[src/rtl/four2two_rr_enc.sv]
// four2two_rr_enc: sequential 4-to-2 encoder with request latching and valid/ready output.
// Requests on d0..d3 are merged into a pending mask; each pending index is issued once on
// x1:x0, either round-robin (starting after the last served index) or fixed priority (d0 first).
// Ports:
//   clk, rst         clock (rising edge), asynchronous active-high reset
//   d0..d3           request lines, one request per high cycle
//   valid, ready     output handshake; transfer when valid && ready at a clock edge
//   x1, x0           encoded pending index (MSB, LSB)
//   dup              one-cycle registered pulse: request hit an index already pending
//   served_cnt       saturating count of completed handshakes
module four2two_rr_enc #(
    parameter bit          RR_EN = 1'b1,
    parameter int unsigned CNT_W = 8
) (
    input  logic             clk,
    input  logic             rst,
    input  logic             d0,
    input  logic             d1,
    input  logic             d2,
    input  logic             d3,
    input  logic             ready,
    output logic             valid,
    output logic             x0,
    output logic             x1,
    output logic             dup,
    output logic [CNT_W-1:0] served_cnt
);

    typedef enum logic {IDLE = 1'b0, HOLD = 1'b1} state_e;

    localparam logic [CNT_W-1:0] CNT_MAX = {CNT_W{1'b1}};

    state_e           state_q, state_d;
    logic [3:0]       pending_q, pending_d;
    logic [1:0]       ptr_q, ptr_d;
    logic [1:0]       x_q, x_d;
    logic             valid_q, valid_d;
    logic             dup_q, dup_d;
    logic [CNT_W-1:0] cnt_q, cnt_d;

    logic [3:0]       req;
    logic             fire;
    logic [3:0]       clr;
    logic [3:0]       rem;
    logic [1:0]       next_ptr;

    // First set bit of p, searching start, start+1, ... modulo 4.
    function automatic logic [1:0] sel_idx(input logic [3:0] p, input logic [1:0] start);
        logic [1:0] idx;
        logic [1:0] res;
        res = start;
        // Walk the search order backwards so the earliest hit is written last.
        for (int k = 3; k >= 0; k--) begin
            idx = start + 2'(k);
            if (p[idx]) begin
                res = idx;
            end
        end
        return res;
    endfunction

    // Next-state, pending-mask and output computation.
    always_comb begin
        state_d   = state_q;
        x_d       = x_q;
        valid_d   = valid_q;
        ptr_d     = ptr_q;
        cnt_d     = cnt_q;

        req       = {d3, d2, d1, d0};
        fire      = valid_q && ready;
        clr       = fire ? (4'b0001 << x_q) : 4'b0000;
        rem       = pending_q & ~clr;
        // A new request on the bit being served re-sets it, so it is issued again.
        pending_d = rem | req;
        dup_d     = |(req & rem);
        next_ptr  = x_q + 2'd1;

        case (state_q)
            IDLE: begin
                if (pending_q != 4'b0000) begin
                    x_d     = sel_idx(pending_q, RR_EN ? ptr_q : 2'd0);
                    valid_d = 1'b1;
                    state_d = HOLD;
                end
            end
            HOLD: begin
                if (ready) begin
                    if (cnt_q != CNT_MAX) begin
                        cnt_d = cnt_q + CNT_W'(1);
                    end
                    ptr_d = next_ptr;
                    // Back-to-back issue from the mask left after this transfer.
                    if (rem != 4'b0000) begin
                        x_d = sel_idx(rem, RR_EN ? next_ptr : 2'd0);
                    end else begin
                        valid_d = 1'b0;
                        state_d = IDLE;
                    end
                end
            end
            default: begin
                state_d = IDLE;
                valid_d = 1'b0;
            end
        endcase
    end

    // State and output registers.
    always_ff @(posedge clk or posedge rst) begin
        if (rst) begin
            state_q   <= IDLE;
            pending_q <= 4'b0000;
            ptr_q     <= 2'd0;
            x_q       <= 2'd0;
            valid_q   <= 1'b0;
            dup_q     <= 1'b0;
            cnt_q     <= '0;
        end else begin
            state_q   <= state_d;
            pending_q <= pending_d;
            ptr_q     <= ptr_d;
            x_q       <= x_d;
            valid_q   <= valid_d;
            dup_q     <= dup_d;
            cnt_q     <= cnt_d;
        end
    end

    assign valid      = valid_q;
    assign x0         = x_q[0];
    assign x1         = x_q[1];
    assign dup        = dup_q;
    assign served_cnt = cnt_q;

endmodule
[config.mk]
export PLATFORM = sky130hd
export DESIGN_NAME = four2two_rr_enc
export DESIGN_NICKNAME = d
export VERILOG_FILES = /design/src/rtl/four2two_rr_enc.sv
export SDC_FILE = /design/constraint.sdc
export NUM_CORES = 1
export LEC_CHECK = 0
export CAP_MARGIN = 20
export CORE_ASPECT_RATIO = 0.9
export CORE_MARGIN = 2
export CORE_UTILIZATION = 35
export CTS_CLUSTER_SIZE = 25
export DETAILED_ROUTE_END_ITERATION = 10
export HOLD_SLACK_MARGIN = 0.02
export PLACE_DENSITY = 0.55
export SYNTH_ARGS = -nofsm -noshare
export SYNTH_HDL_FRONTEND = slang
export SYNTH_SLANG_ARGS = --single-unit
[constraint.sdc]
create_clock -name clk -period 3.65 [get_ports clk]
set_input_delay 0.73 -clock clk [delete_from_list [all_inputs] [get_ports clk]]
set_output_delay 0.73 -clock clk [all_outputs]
set_load 0.005 [all_outputs]
==> metrics.md <==
| Metric | Value |
|---|---|
| Die X | 66.0 um |
| Post-route design area | about 1500 um2 |
| P&R area growth vs syn | 21.3% |
| Status | finished clean |
| Routability congestion estimate | 0.825 |
| Die area | just under 4000 um2 |
| Fillers | about 330 |
| Synth unique cells | around 40 |
| Total power | between 1 and 1.5 mW |
| Number of cells on the worst hold path | 1 |
| Routed WL per cell | about 15 um |
| Number of synthesized flops with an enable pin | 0 |
| Io pins | 19 |
| Hold WC Path Type | reg2reg |
| # clock sinks | 19 |
| Final hold violation count | 0 |
| Largest net degree at the start of global routing | 20 |
| Clock Skews | around 0.0015 ns |
| Crit path max fanout | 12 |
| Synth Cell Area | ~1200 um2 |
| Prevailing post-synth register cell | dfrtp_1 |
| Synth Area per Inst | roughly 9.5 um2 |
| Crit path kind | in2reg |
| Clk_lat worst skew | ~0.26 ns |
| Worst EP arrival | between 2 and 3 ns |
| Leak | approximately 0.64 nW |
| CTS buffer count | 3 |
| Crit path required time | between 3 and 4 ns |
| # DRC | 0 |
| Via density | ~5.4 |
| Max rail drop VDD | around 0.4 mV |
| Critical Path End Type | flop |
| Global-route wire length before repair | about 5000 um |
| Drt first pass iters | 4 |
| Via count | just over 1,000 |
| Die Y | roughly 60 um |
| Mapped Cells | between 100 and 150 |
| Async SR Flop Fraction | 1.00 |
| Initial antenna violation count | 0 |
| 1st-iter DRT viols | 75 |
| CTS Hold Buffers Added | 0 |
| Postcts setup bufs | 0 |
| Total GRT Usage | 0.164 |
| Clock Path Buffers | 2 |
| Worst-path clk slew | approximately 0.080 ns |
| Share of cells above drive strength 1 | 0.0909 |
| Sequential-to-total area share from yosys stat | 0.392 |
| Pre-CTS WS | approximately 0.67 ns |
| Nets | ~160 |
| Count leader, synth | dfrtp_1 |
| ANT nets after route | 0 |
| Vias in the first global route | approximately 1,100 |
| Diode count | 0 |
| Worst-Margin Slew | around 0.72 ns |
| # setup viols final | 0 |
| Core area | approximately 3400 um2 |
| Top cells by count, synth | dfrtp_1, inv_1, nand2_1, nand3_1 |
| Num rows | 20 |
| Synthesized flop and latch total | 19 |
| RSZ-0062 raised after global routing | no |
| Worst Setup Start Kind | input pin |
| Maximum Capacitance Violations | 0 |
| Reg2Reg Depth | 7 |
| CTS resizes | 0 |
| TritonCTS clock tree | yes |
| YS warnings | 0 |
| Fin crit share | 0.747 |
| Fmax | 0.367 GHz |
| P per Cell Area | between 800 and 900 nW/um2 |
| Cell taking the most area after synthesis | dfrtp_1 |
| Fin worst setup slack | around 0.92 ns |
| Final TNS setup | 0 ns |
| Syn_nets | approximately 140 |
| Cell Area, Placed | 1420 um2 |
| Rel. slew slack | 0.520 |
| Pins Over Slew Limit | 0 |
| Initial core utilization | 0.362 |
| Root buffer cell | clkbuf_8 |
| H-tree levels | 1 |
| Post-detail-place hpwl | between 2000 and 2500 um |
| Post-layout min period | around 2.7 ns |
| Final WL | between 2000 and 3000 um |
| IO Port Bufs | 18 |
| Proportion of netlist area held by the largest area contributor | 0.392 |
| Most area-consuming cells after synthesis | dfrtp_1, ha_1, and3_1 |
| Hold slack | about 0.50 ns |
| GRT Residual Overflow | 0 |
[routing by layer]
metal / up-vias / global-route usage / share of wire
met5: - / 0 / 0
met4: 0 / 0.0262 / 0.0047
met3: 2 / 0.0339 / 0.058
met2: 32 / 0.291 / 0.47
met1: 492 / 0.212 / 0.46
li1: 491 / - / -
[through the flow]
step | std cells | util
2_1_floorplan | 127 | -
3_3_place_gp | 183 | 0.424
3_5_place_dp | 183 | 0.424
4_1_cts | 187 | 0.438
5_1_grt | 187 | 0.438
6_report | 187 | 0.438
[area by class of cell]
| class | instances | area [um2] | share of cell area |
|---|---|---|---|
| Inverter | 8 | 30.0 | 0.0204 |
| Tap cell | 44 | 55.1 | 0.0374 |
| Sequential cell | 19 | 475 | 0.323 |
| Clock buffer | 3 | 41.3 | 0.0281 |
| Clock inverter | 1 | 7.51 | 0.00511 |
| Timing Repair Buffer | 19 | 188 | 0.128 |
| Multi-Input combinational cell | 93 | 673 | 0.458 |
[state kept, by name, indices dropped and copies added (netlist names)]
signal / cells
pending_q: 4
valid: 1
x_q: 2
served_cnt: 8
dup: 1
state_q: 1
ptr_q: 2
[cells in the final DEF (no fill, tap or decap), types with 4 or more instances in the layout]
master,synthesis,final
dfrtp_1,19,19
clkdlybuf4s50_1,0,18
nand2_1,7,7
inv_1,7,7
nand3_1,7,7
and3_1,6,6
nand2b_1,6,6
o21ai_0,6,6
nor3_1,5,5
ha_1,5,5
a31oi_1,4,4
xnor2_1,4,4
[worst paths after layout]
kind	slack (ns)	startpoint	end
max in group asynchronous	2.31	rst	x_q[1]
min in group asynchronous	0.89	rst	pending_q[1]
max reg2reg	1.22	x_q[0]	x_q[0]
min reg2reg	0.50	served_cnt[5]	served_cnt[5]
min	0.50	served_cnt[5]	served_cnt[5]
max	0.92	ready	x_q[0]
[worst max-delay path: stages]
cell and delay (ns):
clkdlybuf4s50_1 0.64, and3_1 0.34, o211a_1 0.21, mux4_2 0.47
or3_1 0.39, o211ai_2 0.13
[cell families after synthesis]
group	share of synthesized area
compound gates	0.179
xor+xnor	0.0506
fa+ha+maj	0.0516
buf+inv	0.0526
flops	0.392
mux	0.0547
simple gates	0.220
[power by group]
group,switching [mW],total [mW],internal (mW)
Combinational,0.256,0.593,0.337
Sequential,0.151,0.444,0.294
Clock,0.0760,0.153,0.0770
Total,0.482,1.19,0.708
No activity file was read; power rests on OpenSTA's default activity.
